<file path="src/rtl/mem_arb_pkg.sv">
// Shared types and default widths for the unified memory port arbiter.
package mem_arb_pkg;

    localparam int ADDR_W_DEF = 32;
    localparam int DATA_W_DEF = 32;
    localparam int BE_W_DEF   = DATA_W_DEF / 8;

    typedef enum logic [1:0] {
        IDLE,
        ISSUE,
        WAIT,
        RESP
    } arb_state_e;

    typedef enum logic {
        REQ_IF,
        REQ_D
    } req_id_e;

    typedef struct packed {
        logic                  we;
        logic [BE_W_DEF-1:0]   be;
        logic [ADDR_W_DEF-1:0] addr;
        logic [DATA_W_DEF-1:0] wdata;
    } mem_cmd_t;

endpackage

</file>
<file path="src/rtl/arb_grant_sel.sv">
// Combinational requester picker: data over fetch by default, or round-robin
// on ties when MEM_ARB_RR_EN is defined.
module arb_grant_sel
    import mem_arb_pkg::*;
(
    input  logic    if_req,
    input  logic    d_req,
`ifdef MEM_ARB_RR_EN
    input  req_id_e last_grant,
`endif
    output req_id_e grant
);

`ifdef MEM_ARB_RR_EN
    // On a tie, serve whichever requester was not served last.
    always_comb begin
        grant = REQ_IF;
        if (if_req && d_req) begin
            grant = (last_grant == REQ_D) ? REQ_IF : REQ_D;
        end else if (d_req) begin
            grant = REQ_D;
        end
    end
`else
    always_comb begin
        grant = REQ_IF;
        if (d_req) begin
            grant = REQ_D;
        end
    end
`endif

endmodule

</file>
<file path="src/rtl/mem_port_arbiter.sv">
// Shares one memory port between the fetch and data requesters, one transaction
// at a time. Define MEM_ARB_RR_EN for round-robin tie breaking.
module mem_port_arbiter
    import mem_arb_pkg::*;
#(
    parameter int ADDR_W = ADDR_W_DEF,
    parameter int DATA_W = DATA_W_DEF
) (
    input  logic                clk,
    input  logic                reset,
    input  logic                if_req,
    input  logic [ADDR_W-1:0]   if_addr,
    output logic [DATA_W-1:0]   if_rdata,
    output logic                if_done,
    output logic                if_stall,
    input  logic                d_req,
    input  logic                d_we,
    input  logic [DATA_W/8-1:0] d_be,
    input  logic [ADDR_W-1:0]   d_addr,
    input  logic [DATA_W-1:0]   d_wdata,
    output logic [DATA_W-1:0]   d_rdata,
    output logic                d_done,
    output logic                d_stall,
    output logic                m_valid,
    input  logic                m_ready,
    output logic                m_we,
    output logic [DATA_W/8-1:0] m_be,
    output logic [ADDR_W-1:0]   m_addr,
    output logic [DATA_W-1:0]   m_wdata,
    input  logic                m_rvalid,
    input  logic [DATA_W-1:0]   m_rdata
);

    localparam int BE_W = DATA_W / 8;

    arb_state_e        state_q;
    arb_state_e        state_d;
    req_id_e           grant_q;
    req_id_e           grant_pick;
    logic              we_q;
    logic [BE_W-1:0]   be_q;
    logic [ADDR_W-1:0] addr_q;
    logic [DATA_W-1:0] wdata_q;
    logic [DATA_W-1:0] if_rdata_q;
    logic [DATA_W-1:0] d_rdata_q;

`ifdef MEM_ARB_RR_EN
    req_id_e           last_grant_q;
`endif

    arb_grant_sel u_grant_sel (
        .if_req     (if_req),
        .d_req      (d_req),
`ifdef MEM_ARB_RR_EN
        .last_grant (last_grant_q),
`endif
        .grant      (grant_pick)
    );

    always_comb begin
        state_d = state_q;
        case (state_q)
            IDLE:    if (if_req || d_req) state_d = ISSUE;
            ISSUE:   if (m_ready)         state_d = WAIT;
            WAIT:    if (m_rvalid)        state_d = RESP;
            RESP:                         state_d = IDLE;
            default:                      state_d = IDLE;
        endcase
    end

    // The command is frozen at grant time so requester glitches cannot reach memory.
    always_ff @(posedge clk) begin
        if (reset) begin
            state_q    <= IDLE;
            grant_q    <= REQ_IF;
            we_q       <= 1'b0;
            be_q       <= '0;
            addr_q     <= '0;
            wdata_q    <= '0;
            if_rdata_q <= '0;
            d_rdata_q  <= '0;
        end else begin
            state_q <= state_d;
            if (state_q == IDLE && (if_req || d_req)) begin
                grant_q <= grant_pick;
                if (grant_pick == REQ_D) begin
                    we_q    <= d_we;
                    be_q    <= d_be;
                    addr_q  <= d_addr;
                    wdata_q <= d_wdata;
                end else begin
                    we_q    <= 1'b0;
                    be_q    <= '1;
                    addr_q  <= if_addr;
                    wdata_q <= '0;
                end
            end
            if (state_q == WAIT && m_rvalid) begin
                if (grant_q == REQ_D) begin
                    d_rdata_q <= m_rdata;
                end else begin
                    if_rdata_q <= m_rdata;
                end
            end
        end
    end

`ifdef MEM_ARB_RR_EN
    always_ff @(posedge clk) begin
        if (reset) begin
            last_grant_q <= REQ_IF;
        end else if (state_q == RESP) begin
            last_grant_q <= grant_q;
        end
    end
`endif

    assign m_valid  = (state_q == ISSUE);
    assign m_we     = we_q;
    assign m_be     = be_q;
    assign m_addr   = addr_q;
    assign m_wdata  = wdata_q;
    assign if_rdata = if_rdata_q;
    assign d_rdata  = d_rdata_q;
    assign if_done  = (state_q == RESP) && (grant_q == REQ_IF);
    assign d_done   = (state_q == RESP) && (grant_q == REQ_D);
    assign if_stall = if_req & ~if_done;
    assign d_stall  = d_req & ~d_done;

`ifndef SYNTHESIS
    // A response is only meaningful while a command is outstanding.
    rvalid_only_in_wait: assert property (@(posedge clk) disable iff (reset)
        m_rvalid |-> (state_q == WAIT));
`endif

endmodule

</file>
<file path="config.mk">
export PLATFORM = sky130hd
export DESIGN_NAME = mem_port_arbiter
export DESIGN_NICKNAME = d
export VERILOG_FILES = /design/src/rtl/mem_arb_pkg.sv /design/src/rtl/arb_grant_sel.sv /design/src/rtl/mem_port_arbiter.sv
export SDC_FILE = /design/constraint.sdc
export NUM_CORES = 1
export LEC_CHECK = 0
export CAP_MARGIN = 20
export CORE_MARGIN = 2
export CORE_UTILIZATION = 35
export CTS_CLUSTER_DIAMETER = 120
export DETAILED_ROUTE_END_ITERATION = 10
export PLACE_DENSITY = 0.73
export SLEW_MARGIN = 20
export SYNTH_ARGS = -nofsm -noshare
export SYNTH_HDL_FRONTEND = slang
export SYNTH_SLANG_ARGS = --single-unit
</file>
<file path="constraint.sdc">
create_clock -name clk -period 1.5 [get_ports clk]
set_input_delay 0.3 -clock clk [delete_from_list [all_inputs] [get_ports clk]]
set_output_delay 0.3 -clock clk [all_outputs]
set_load 0.01 [all_outputs]
</file>
# Word-level counts from Yosys, hierarchy flattened
# Index checks and enable logic that the tools add are counted.
[op_classes] addsub=0 multipliers=0 div_mod_pow=0 n_lt_le_gt_ge=0 n_eq_ne=6 shift=0 n_mux=9 bitwise_logic=5 reduce_logical=9
[ops] cell="two-way mux 32 bit" count=2
[ops] cell="case mux 2 bit (4 select lines)" count=1
[ops] cell="two-way mux 2 bit" count=3
[ops] cell="== test 2 bit (second input constant)" count=2
[ops] cell="logical AND 1 bit" count=4
[ops] cell="two-way mux 4 bit" count=1
[ops] cell="!= test 2 bit (second input constant)" count=2
[ops] cell="AND reduction 2 bit" count=2
[ops] cell="inverter 1 bit" count=3
[ops] cell="AND reduction 3 bit" count=1
[ops] cell="AND 1 bit" count=2
[ops] cell="== test 2 x 1 -> 1 bit (second input constant)" count=1
[ops] cell="logical NOT 2 bit" count=1
[ops] cell="two-way mux 1 bit" count=2
[ops] cell="!= test 2 x 1 -> 1 bit (second input constant)" count=1
[ops] cell="logical OR 1 bit" count=1
[word_totals] regBits=136 latch_bits=0 ramBits=0 rom_bits=0 in_bits=139 out_inout_bits=138 n_memories=0

# Logic depth before layout (Yosys ltp)
# Gate-level depths: netlist of the first run.
[depth] word_depth=4 mapped_depth=7 ltp_nobuf=5

# Cells and area by module
# From an unflattened synthesis of the first run, not the netlist that was laid out.
[unflattened] hier_cells=617 area_unflattened_um2=5412.7
[by_module_without_submodules] mod="mem_port_arbiter" instances=1 cells_each=616 area_per_inst_um2=5405.2 seq_area_each_um2=2722.6
[by_module_without_submodules] mod="arb_grant_sel" instances=1 cells_each=1 area_per_inst_um2=7.5 seq_area_each_um2=0.0

# Worst setup path after synthesis of the first run
# No wires, ideal clock.
[synth_path] path_kind="register to register" startpoint="register state_q[0]" endpoint="register addr_q[0], in the netlist m_addr[0]" arrival_ps=1302 setup_slack_ps=117 stages_incl_launch_ff=8 path_buffers=3 period_less_slack_ps=1383 cell_sequence="dfxtp_1 > inv_1 > ha_1 > buf_4 > o21a_2 > buf_6 > buf_6 > a211oi_2"
[synth_via] elab_chain_len=2
[synth_rtl] item="start, declared" line_no="mem_port_arbiter.sv:36" source="arb_state_e state_q;"
[synth_rtl] item="start signal, assigned" line_no="mem_port_arbiter.sv:83" source="state_q <= state_d;"
[synth_rtl] item="logical NOT 2 bit" line_no="mem_port_arbiter.sv:84" source="if (state_q == IDLE && (if_req || d_req)) begin"
[synth_rtl] item="logical AND 1 bit" line_no="mem_port_arbiter.sv:84"
[synth_rtl] item="end signal, assigned" line_no="mem_port_arbiter.sv:89" source="addr_q <= d_addr;"
[synth_rtl] item="end signal, assigned" line_no="mem_port_arbiter.sv:94" source="addr_q <= if_addr;"
[synth_rtl] item="end, declared" line_no="mem_port_arbiter.sv:42" source="logic [ADDR_W-1:0] addr_q;"
# Every way passes these cells.
# A chain may end at the register's enable or synchronous reset.

# Final worst setup path of the first run
[layout_path] startpoint="register state_q[1]" endpoint="output port d_stall"
[layout_via] elab_chain_len=4
[layout_rtl] item="== test 2 bit" line_no="mem_port_arbiter.sv:126" source="assign d_done = (state_q == RESP) && (grant_q == REQ_D);"
[layout_rtl] item="logical AND 1 bit" line_no="mem_port_arbiter.sv:126"
[layout_rtl] item="inverter 1 bit" line_no="mem_port_arbiter.sv:128" source="assign d_stall = d_req & ~d_done;"
[layout_rtl] item="AND 1 bit" line_no="mem_port_arbiter.sv:128"
[layout_rtl] item="end, declared" line_no="mem_port_arbiter.sv:23" source="output logic d_stall,"
# Every way passes these cells.

==> impl_metrics.tcl, run 1 <==
set metrics [dict create \
    status "finished, violations left" \
    failed_checks "negative setup slack" \
    drt_iter0_markers 252 \
    synth.largest_area_cell "dfxtp_1" \
    start_util_pct 35.7 \
    yosys.area.top_type_share_pct 50.4 \
    peakVddDrop_mv 0.693 \
    p_leak_nw 4.01 \
    synth-seq-area-share_pct 50.4 \
    clock-sinks 136 \
    worst_slack_ns -0.0775 \
    postLayoutCellArea_mm2 0.00929 \
    grt_pass1_vias 5061 \
    syn_nets 759 \
    yosysWarnings 0 \
    critPathKind "reg -> out" \
    place_congestion 0.770 \
    route.detailed.drc 0 \
    cts_buffers 17 \
    fp.coreArea_mm2 0.0151 \
    period_needed_ns 1.58 \
    grt_usage_pct 20.9 \
    cts.clk_slew.worst_paths_ns 0.05 \
    die_h_um 128 \
    die_area_mm2 0.0164 \
    yosys.cell_types.count 26 \
    portBuffers 276 \
    wire_per_inst_um 16.4 \
    layout-area-overhead-vs-synth_pct 72.0 \
    dpl-instance-area_mm2 0.00841 \
    vias 5321 \
    insertion_delay_ns 0.41 \
    power_w 0.0142 \
    ff2ff_path_depth 7 \
    grt-ovfl-total 0 \
    syn_area_mm2 0.00540 \
    pin_count 277 \
    crit_required_ns 1.20 \
    cts_root_buf "clkbuf_16" \
    place_worst_setup_slack_ns -0.296 \
    vias_per_cell 4.83 \
    grt_pass1_wl_mm 26.7 \
    syn_area_per_cell_um2 8.77 \
    max_slew_margin_pct 79.0 \
    powerDensity_mw_per_mm2 1530 \
    finClkSkew_ns 0.00771 \
    rows 45 \
    cts_hold_buf 0 \
    ys_ff_latch 136 \
    synthCells 616 \
    synth.area.top_cells "dfxtp_1, nand2_1, a21oi_1" \
    antennaDiodeCount 0 \
    rsz0062_at_grt "yes" \
    arrival_ns 1.28 \
    fin_nets 1044 \
    htreeDepth 4 \
    hold_depth 2 \
    drt-total-wl_mm 18.1 \
    max_freq_mhz 634 \
    fillers 1331 \
    dp_hpwl_mm 12.0 \
    clockBufferDepth 2 \
    worstMarginPinSlew_ns 0.306 \
    layout-drive-gt1-share_pct 15.0 \
    setup_viol 3 \
    fin_hold_ws_ns 0.222 \
    grt_max_degree 58 \
    min_period_over_period_pct 105 \
    postRouteAntennaNets 0 \
    cp-end-kind "output pin" \
    report.final.hold_viol_count 0 \
    cp-start-kind "flip-flop" \
    first_pass_iters 4 \
    crit_path_max_fanout 2 \
    drv_slew 0 \
    antenna_found_initial 0 \
    post-route-util_pct 61.3 \
    cts_tree "built" \
    hp-class "in -> reg" \
    reg2reg_slack_ns 0 \
    drv_cap 0 \
    die-width_um 128 \
]
per-stage QoR:
step                std cells  TNS (ns)
floorplan                 616         0
global placement         1055    -10.49
detailed placement       1055    -12.72
CTS                      1092    -0.590
global route             1101     -3.40
finish                   1101    -0.150
power by group:
part | leakage (nW) | internal [W] | total [W] | switching, W
clock network | 0.269 | 0.00234 | 0.00384 | 0.00150
registers | 1.11 | 0.00427 | 0.00458 | 0.000308
logic | 2.63 | 0.00293 | 0.00575 | 0.00282
cells in the mapped netlist:
| cell type | count |
|---|---|
| and2_1 | 1 |
| a211oi_2 | 31 |
| clkbuf_1 | 16 |
| nor2_1 | 37 |
| nand2_1 | 163 |
| inv_1 | 3 |
| and3_1 | 1 |
| buf_4 | 12 |
| nand3_1 | 34 |
| and3b_1 | 1 |
| nand2b_1 | 4 |
| o311a_1 | 1 |
| nor2b_1 | 3 |
| ha_1 | 4 |
| a21oi_1 | 99 |
| mux2i_1 | 33 |
| buf_2 | 13 |
| buf_1 | 4 |
| o21a_2 | 1 |
| o21a_1 | 1 |
| buf_6 | 7 |
| o21ai_0 | 4 |
| nand3b_1 | 5 |
| o21ai_4 | 1 |
| dfxtp_1 | 136 |
| a211oi_1 | 1 |
final timing paths:
check | start | endpoint
max | state_q[1]$_SDFFE_PP0P_ | d_stall
min | reset | if_rdata[31]$_SDFFE_PP0P_
max reg2reg | state_q[0]$_SDFFE_PP0P_ | if_rdata[28]$_SDFFE_PP0P_
min reg2reg | m_wdata[0]$_SDFFE_PP0P_ | m_wdata[0]$_SDFFE_PP0P_
what timing repair did:
item                                    CTS  global route
endpoints found under the setup margin  236            74
setup buffers                             1             4
pin swaps                                 3             5
gates cloned                              5             5
gates resized for setup                 185            25
critical path: stages (launching register included):
cell     delay (ns)
dfxtp_2        0.34
ha_4           0.16
and2_4         0.17
nor2b_4        0.11
buf_6          0.10
flip-flops by register name, indices dropped and copies added, names as in the netlist:
signal and cells:
d_rdata 32, state_q 2, m_be 4, grant_q 1
m_we 1, if_rdata 32, m_addr 32, m_wdata 32
logic make-up (layout without fill, tap and decap cells):
| family | after synthesis | after routing | share of synthesized area, % |
|---|---|---|---|
| flops | 136 | 136 | 50.4 |
| simple gates | 249 | 249 | 19.0 |
| compound gates | 139 | 139 | 17.7 |
| mux | 33 | 33 | 6.12 |
| fa+ha+maj | 4 | 4 | 0.927 |
| buf+inv | 55 | 352 | 5.93 |
placed cells by master (no fill, tap or decap), drive strengths merged:
cell,count
dlygate4sd2,133
o21ai,5
o21a,2
clkinvlp,1
buf,43
nand3b,5
a21oi,99
inv,3
nand3,34
a211oi,32
and3,1
o311a,1
clkinv,7
mux2i,33
nand2b,4
clkbuf,28
bufinv,1
ha,4
nor2,37
clkdlybuf4s50,136
dfxtp,136
and3b,1
and2,1
nand2,163
nor2b,3
area by class of cell:
| type | count | area, um^2 | share of cell area (%) |
|---|---|---|---|
| timing repair buffer | 318 | 3270 | 35.2 |
| clock inverter | 9 | 76.3 | 0.822 |
| sequential | 136 | 2730 | 29.3 |
| clock buffer | 22 | 464 | 5.00 |
| tap | 188 | 235 | 2.53 |
| inverter | 3 | 18.8 | 0.202 |
| multi-input combinational | 425 | 2500 | 26.9 |
metal layers:
metal / share of wire, % / GRT usage, % / up-vias
li1: - / - / 2645
met1: 41 / 24.1 / 2442
met2: 48 / 34.8 / 211
met3: 9.9 / 8.47 / 23
met4: 1.5 / 7.89 / 0
met5: 0 / 0 / -
Note: power is estimated with default switching activity, not from simulation.
==> run 2, diff against run 1 <==
--- a/config.mk
+++ b/config.mk
@@ -10,6 +10,7 @@
 export CORE_UTILIZATION = 35
 export CTS_CLUSTER_DIAMETER = 120
 export DETAILED_ROUTE_END_ITERATION = 10
+export GPL_TIMING_DRIVEN = 0
 export PLACE_DENSITY = 0.73
 export SLEW_MARGIN = 20
 export SYNTH_ARGS = -nofsm -noshare
==> run 2 against run 1 <==
Compared with the run above: the run still ends with negative setup slack left; design area is 2.8% lower; first-iteration DRC count down 30%; cell count grew 1.4%; critical path type is now in -> out.
==> impl_metrics.tcl, run 2 (synthesis gave the netlist of run 1 again) <==
set metrics [dict create \
    status "finished, violations left" \
    failed_checks "negative setup slack" \
    peakVddDrop_mv 0.754 \
    min_period_over_period_pct 110 \
    max_slew_margin_pct 55.3 \
    vias 5375 \
    grt_usage_pct 20.9 \
    crit_chain "clkdlybuf4s50_1 -> buf_6 -> clkbuf_16 -> nor2b_1 -> buf_2" \
    route.detailed.drc 0 \
    rows 45 \
    drt-total-wl_mm 18.0 \
    drt_iter0_markers 177 \
    vias_per_cell 4.82 \
    clockBufferDepth 2 \
    cts_root_buf "clkbuf_16" \
    critPathKind "in -> out" \
    ff2ff_path_depth 7 \
    period_needed_ns 1.65 \
    insertion_delay_ns 0.41 \
    postRouteAntennaNets 0 \
    antenna_found_initial 0 \
    pin_count 277 \
    use_met2_pct 35.8 \
    htreeDepth 4 \
    final_cell_mix "nand2_1, clkdlybuf4s50_1, dfxtp_1, dlygate4sd2_1, a21oi_1" \
    min_from "reset" \
    drv_cap 0 \
    portBuffers 275 \
    start_util_pct 35.7 \
    cts_buffers 17 \
    fp.coreArea_mm2 0.0151 \
    grt_max_degree 20 \
    die_h_um 128 \
    powerDensity_mw_per_mm2 1520 \
    cts.clk_slew.worst_paths_ns 0.06 \
    drv_slew 0 \
    mostFrequentLayoutCell "nand2_1" \
    arrival_ns 1.35 \
    reg2reg_slack_ns -0.09 \
    grt_pass1_vias 5122 \
    met1_usage_pct 23.1 \
    die_area_mm2 0.0164 \
    rsz0062_at_grt "yes" \
    p_leak_nw 3.93 \
    grt-ovfl-total 0 \
    place_congestion 0.829 \
    worst-path-buf-inv 4 \
    grt_pass1_wl_mm 26.5 \
    clock-sinks 136 \
    setup_viol 33 \
    place_worst_setup_slack_ns -1.00 \
    slowest_delay_ns 0.50 \
    hp-class "in -> reg" \
    layout-area-overhead-vs-synth_pct 67.2 \
    worstMarginPinSlew_ns 0.670 \
    cp-start-kind "input pin" \
    finClkSkew_ns 0.00606 \
    fin_nets 1058 \
    worst_slack_ns -0.147 \
    power_w 0.0137 \
    crit_path_max_fanout 10 \
    crit_family "buffers and inverters" \
    crit_path_top_delay_cell "clkdlybuf4s50_1" \
    cp-end-kind "output pin" \
    crit_required_ns 1.20 \
    hold_depth 2 \
    cts_tree "built" \
    cts_hold_buf 0 \
    report.final.hold_viol_count 0 \
    r2r-end "m_addr[0]$_SDFFE_PP0P_" \
    die-width_um 128 \
    antennaDiodeCount 0 \
    max_freq_mhz 607 \
    crit_cells 5 \
    layout-drive-gt1-share_pct 13.7 \
    grt_use_met3_pct 8.56 \
    wire_per_inst_um 16.1 \
    grt_busiest_layer "met2" \
    dp_hpwl_mm 13.4 \
    timing.rr.start "state_q[0]$_SDFFE_PP0P_" \
    first_pass_iters 4 \
    min_to "m_addr[13]$_SDFFE_PP0P_" \
]
==> run 2: cell types whose count changed in the layout (fill, tap and decap cells not counted), sizes merged <==
cell           delta
clkinvlp          +3
buf               +2
clkinv            -2
bufinv            +2
clkdlybuf4s50     +1
clkbuf            +9
==> run 2: area by class of cell <==
type	instances	area (um^2)
Buffer	51	404
Clock buffer	20	467
Clock inverter	12	149
Fill cell	1451	6120
Inverter	3	11.3
Multi-Input combinational cell	425	2410
Sequential cell	136	2730
Tap cell	188	235
Timing Repair Buffer	281	2620
==> run 2: per-layer routing <==
layer / vias up / share of wire [%]
li1: 2674 / -
met3: 35 / 9.3
met1: 2453 / 41
met2: 213 / 47
met4: 0 / 2.6
met5: - / 0
==> run 2: worst max path at each step <==
| stage | from | end | slack [ns] |
|---|---|---|---|
| 6_report | d_req | d_stall | -0.15 |
| 5_1_grt | state_q[0]$_SDFFE_PP0P_ | d_stall | -0.18 |
| 4_1_cts | state_q[0]$_SDFFE_PP0P_ | d_stall | -0.15 |
| 3_5_place_dp | d_req | d_stall | -1.00 |
| 3_3_place_gp | d_req | d_stall | -0.97 |
| 2_1_floorplan | state_q[0]$_SDFFE_PP0P_ | m_addr[0]$_SDFFE_PP0P_ | 0.12 |
==> run 2: stage by stage <==
step | util, % | setup TNS [ns] | cells | instance area [um^2] | hold WS, ns
after floorplan | - | 0 | 616 | 5400 | 0.436
after global placement | 55.4 | -27.32 | 1079 | 8390 | 0.439
after detailed placement | 55.4 | -28.65 | 1079 | 8390 | 0.444
after CTS | 58.8 | -0.590 | 1112 | 8900 | 0.286
after global routing | 59.6 | -5.20 | 1116 | 9030 | 0.294
final | 59.6 | -1.92 | 1116 | 9030 | 0.299
==> run 2: timing repair <==
action | in CTS | in global routing
pin swaps | 1 | 1
gates resized for setup | 177 | 42
endpoints found under the setup margin | 239 | 118
gates cloned | 0 | 2
buffers inserted | 2 | 2
==> run 2: power by group <==
part	leakage [nW]	switching (W)	internal (W)	total, W
clock	0.294	0.00156	0.00273	0.00429
sequential	1.11	0.000328	0.00428	0.00461
combinational	2.53	0.00259	0.00222	0.00481
==> run 3, diff against run 2 <==
--- a/config.mk
+++ b/config.mk
@@ -11,7 +11,7 @@
 export CTS_CLUSTER_DIAMETER = 120
 export DETAILED_ROUTE_END_ITERATION = 10
 export GPL_TIMING_DRIVEN = 0
-export PLACE_DENSITY = 0.73
+export PLACE_DENSITY_LB_ADDON = 0.12
 export SLEW_MARGIN = 20
 export SYNTH_ARGS = -nofsm -noshare
 export SYNTH_HDL_FRONTEND = slang
==> run 3 against run 2 <==
Compared with the run above: the flow still finishes with violations (negative setup slack); die area stayed put; maximum frequency is 0.71% higher; total power is 2.9% higher; clock power is 5.1% higher; cell count hardly changed; sequential power hardly changed; clock-buffer cell count is 3 lower; highest routed layer unchanged.
==> impl_metrics.tcl, run 3 (synthesis gave the netlist of run 1 again) <==
set metrics [dict create \
    vias_per_cell 4.78 \
    powerDensity_mw_per_mm2 1560 \
    insertion_delay_ns 0.42 \
    rows 45 \
    peakVddDrop_mv 0.732 \
    postRouteAntennaNets 0 \
    drv_slew 0 \
    setup_viol 5 \
    finClkSkew_ns 0.00911 \
    drt-total-wl_mm 17.8 \
    clock-sinks 136 \
    report.final.hold_viol_count 0 \
    place_congestion 0.791 \
    p_leak_nw 3.93 \
    drv_cap 0 \
    rsz0062_at_grt "yes" \
    fin_nets 1057 \
    ff2ff_path_depth 7 \
    grt-ovfl-total 0 \
    multi_input_area_mm2 0.00241 \
    power_w 0.0141 \
    cts_buffers 17 \
    die_h_um 128 \
    grt_pass1_wl_mm 26.4 \
    period_needed_ns 1.64 \
    min_from "reset" \
    failed_checks "negative setup slack" \
    r2r-end "m_addr[24]$_SDFFE_PP0P_" \
    max_slew_margin_pct 49.7 \
    min_period_over_period_pct 109 \
    worst_slack_ns -0.135 \
    portBuffers 275 \
    fillers 1347 \
    fin_tns_setup_ns -0.273 \
    max_freq_mhz 611 \
    hp-class "in -> reg" \
    start_util_pct 35.7 \
    cp-end-kind "output pin" \
    antenna_found_initial 0 \
    fp.coreArea_mm2 0.0151 \
    crit_path_max_fanout 4 \
    antennaDiodeCount 0 \
    min_to "m_addr[12]$_SDFFE_PP0P_" \
    mostFrequentLayoutCell "nand2_1" \
    cp-start-kind "flip-flop" \
    crit_required_ns 1.20 \
    first_pass_iters 4 \
    arrival_ns 1.34 \
    status "finished, violations left" \
    wire_per_inst_um 15.9 \
    pin_count 277 \
    vias 5334 \
    timing.rr.start "state_q[0]$_SDFFE_PP0P_" \
    route.detailed.drc 0 \
    final_cell_mix "nand2_1, clkdlybuf4s50_1, dlygate4sd2_1" \
    grt_usage_pct 20.8 \
    cts_hold_buf 0 \
    grt_max_degree 17 \
    layout-area-overhead-vs-synth_pct 67.7 \
    worstMarginPinSlew_ns 0.754 \
    die-width_um 128 \
    layout-drive-gt1-share_pct 13.3 \
    critPathKind "reg -> out" \
    seqCellArea_mm2 0.00273 \
    cts_root_buf "clkbuf_16" \
    reg2reg_slack_ns -0.02 \
    htreeDepth 4 \
    cts_tree "built" \
    drt_iter0_markers 246 \
    die_area_mm2 0.0164 \
    dp_hpwl_mm 13.6 \
    hold_depth 2 \
    clockBufferDepth 2 \
    cts.clk_slew.worst_paths_ns 0.06 \
    grt_pass1_vias 5199 \
]
## run 3: cell type report
type | count | area share (%)
buffer | 52 | 4.42
timing repair buffer | 279 | 29.0
tap | 188 | 2.60
clock buffer | 17 | 4.70
inverter | 3 | 0.124
sequential | 136 | 30.2
clock inverter | 15 | 2.38
multi-input combinational | 425 | 26.7
## run 3: how the worst max path moves through the flow
stage	startpoint	endpoint	slack, ns
floorplan	state_q[0]$_SDFFE_PP0P_	m_addr[0]$_SDFFE_PP0P_	0.12
global placement	d_req	d_stall	-0.86
detailed placement	d_req	d_stall	-0.93
CTS	state_q[1]$_SDFFE_PP0P_	d_stall	-0.15
global route	state_q[0]$_SDFFE_PP0P_	d_stall	-0.17
finish	state_q[1]$_SDFFE_PP0P_	d_stall	-0.14
## run 3: layer usage
metal  share of wire [%]  up-vias  wire length (um)  track usage [%]
met1                  39     2437              7020             22.1
met2                  51      209              9080             37.8
met4                 1.2        0               218             6.46
met3                 8.2       17              1460             8.01
li1                    -     2671                 -                -
met5                   0        -                 0                0
## run 3: stage by stage
| stage | area [um^2] | worst slack [ns] | hold slack, ns | instances | util (%) |
|---|---|---|---|---|---|
| 3_5_place_dp | 8390 | -0.927 | 0.443 | 1079 | 55.4 |
| 3_3_place_gp | 8390 | -0.865 | 0.439 | 1079 | 55.4 |
| 5_1_grt | 9060 | -0.174 | 0.284 | 1115 | 59.8 |
| 6_report | 9060 | -0.135 | 0.283 | 1115 | 59.8 |
| 4_1_cts | 8880 | -0.155 | 0.284 | 1112 | 58.6 |
| 2_1_floorplan | 5400 | 0.117 | 0.436 | 616 | - |
## run 3: what timing repair did
| action | CTS | global route |
|---|---|---|
| gates resized for setup | 167 | 55 |
| pin swaps | 1 | 2 |
| buffers inserted | 1 | 1 |
| gates cloned | 0 | 2 |
| setup endpoints to repair | 223 | 130 |
## run 3: where the power goes
group	internal [W]	switching [W]
clock network	0.00282	0.00169
logic	0.00237	0.00260
registers	0.00428	0.000342
## run 3: critical path: stages, from the launching register on
cell	delay, ns
dfxtp_4	0.36
ha_4	0.16
and2_4	0.16
nor2b_2	0.11
buf_2	0.14
==> RTL change (settings of run 2) <==
Add a define of `MEM_ARB_RR_EN`.
--- a/src/rtl/arb_grant_sel.sv
+++ b/src/rtl/arb_grant_sel.sv
@@ -1,4 +1,6 @@
 // Combinational requester picker: data over fetch by default, or round-robin
 // on ties when MEM_ARB_RR_EN is defined.
+`define MEM_ARB_RR_EN
+
 module arb_grant_sel
     import mem_arb_pkg::*;
Function: changed (Yosys sat finds a counterexample within 10 cycles, from zero or initial values and one cycle with reset high).
==> RTL change against run 2 <==
The flow still finishes with violations (negative setup slack). Cell area is 4.7% lower. Combinational power is 15% lower. Count of clock-buffer cells in the layout is 1 lower. Cell count is 3.9% lower. Synthesized area is 8.4% lower. Sequential share of layout area is 1.7 points higher. First-iteration DRC count is 84% higher. Routed wire length is 7.0% lower. Power is 5.7% lower. Worst setup slack better by 17 ps. Register-to-register slack worse by 20 ps. Sequential cell count is 1 higher. Core utilization is 2.6 points higher.
==> RTL change: results (changes against run 2) <==
failing checks negative setup slack; TritonCTS Buffers 17 (unchanged); Post-synth top cells 164 x nand2_1, 137 x dfxtp_1, 131 x a21oi_1; htree depth 4 (unchanged); hold depth 3 (+1); largest net degree at the start of global routing 17 (-15%); syn avg cell area 8.58 um^2 (-2.2%); wire per inst 15.6 um (-3.2%); Clock Skew 4.36 ps (-1.70 ps); r2r endpoint m_wdata[24]; CP top delay family flip-flops; initial antenna violation count 0 (unchanged); worst reg2reg setup slack -110 ps (-20 ps); Final WS setup -130 ps (+17.4 ps); dpl ws -580 ps (+421 ps); WP data arrival 1330 ps (-20 ps); status finished with violations; Placed Area 7930 um^2 (-5.5%); FFs w/ async S/R, synth 0% (unchanged); layout cells sized above 1 11.2% (-2.5 points); Setup TNS -3500 ps (-1590 ps); CTS resizes 200 (+13%); Cells after DPL 1032 (-4.4%); number of DRC markers in iteration 0 325 (+84%); end of the worst hold path m_addr[4]; FF-to-FF path depth 8 (+1); Overall Global Routing Usage 21.7% (+0.81 points); postcts setup bufs 5 (+3); via/cell ratio 4.78 (-0.66%); worst-margin pin slew 516 ps (-153 ps); clock latency on the worst-skew pair 410 ps (about the same); CP max-delay cell dfxtp_4; post-synthesis sequential area ratio 55.4% (+5.0 points); Min-Delay Path Class in2reg; hold_ws 427 ps (+128 ps); CP max FO 4 (-6); vias in the first global route 4776 (-6.8%); Layout Cells excl Fill 1072 (-3.9%); synth unique cells 28 (+7.7%); RD Place Congestion 0.782 (-5.7%); I/O Buffers 275 (unchanged); largest cells by area after synthesis dfxtp_1 55%, a21oi_1 13%, nand2_1 12%; worst IR drop on VDD 956 uV (+27%); DP Wirelength 12000 um (-10%); Syn Nets 720 (-5.1%); fillers 1262 (-13%); Pleak 0.00382 uW (-2.8%); HP Start if_addr[4]; Final setup viols 38 (+15%); Largest stage delay, worst path 360 ps (-140 ps); first-pass GRT wire length 25200 um (-5.0%)
[RTL change: cells by family (layout without fill, tap and decap cells)]
logic type | Yosys count | count (layout) | synth area share (%)
muxes | 1 | 1 | 0.202
adders and majority gates | 4 | 4 | 1.01
AOI/OAI and AO/OA | 206 | 206 | 24.3
buffers and inverters | 51 | 366 | 4.78
and+or+nand+nor | 178 | 178 | 14.3
DFF | 137 | 137 | 55.4
[RTL change: cell type report]
cell class                      instances  area, um^2  area share [%]
Clock buffer                           19         453            5.26
Timing Repair Buffer                  285        2670            31.0
Clock inverter                         13         144            1.67
Buffer                                 44         299            3.47
Multi-Input combinational cell        389        2040            23.8
Inverter                                5        18.8           0.218
Tap cell                              180         225            2.62
Sequential cell                       137        2750            32.0
[RTL change: report_power, final]
| group | switching (uW) | internal, uW |
|---|---|---|
| Clock | 1640 | 2550 |
| Sequential | 324 | 4320 |
| Combinational | 2100 | 2000 |
[RTL change: per-layer routing]
| metal | GRT usage, % | vias to the layer above | part of all wire (%) |
|---|---|---|---|
| met1 | 26.3 | 2342 | 41 |
| li1 | - | 2575 | - |
| met3 | 8.44 | 21 | 9.8 |
| met4 | 8.33 | 0 | 1.6 |
| met2 | 34.7 | 191 | 48 |
| met5 | 0 | - | 0 |
[RTL change: worst register-to-register path: stages (launching register included)]
cell	delay [ps]
dfxtp_4	360
inv_1	160
ha_4	190
o21a_1	130
buf_6	160
nor2_4	60
buf_12	140
buf_2	150
a22o_1	170
[RTL change: how the worst max path moves through the flow]
stage	startpoint	end	slack, ps	cells past startpoint
floorplan	state_q[0]	m_wdata[10]	50	7
global placement	if_req	m_addr[21]	-570	5
detailed placement	if_req	m_addr[10]	-580	5
CTS	state_q[1]	d_stall	-170	4
global route	state_q[1]	d_stall	-210	4
finish	state_q[1]	d_done	-130	4
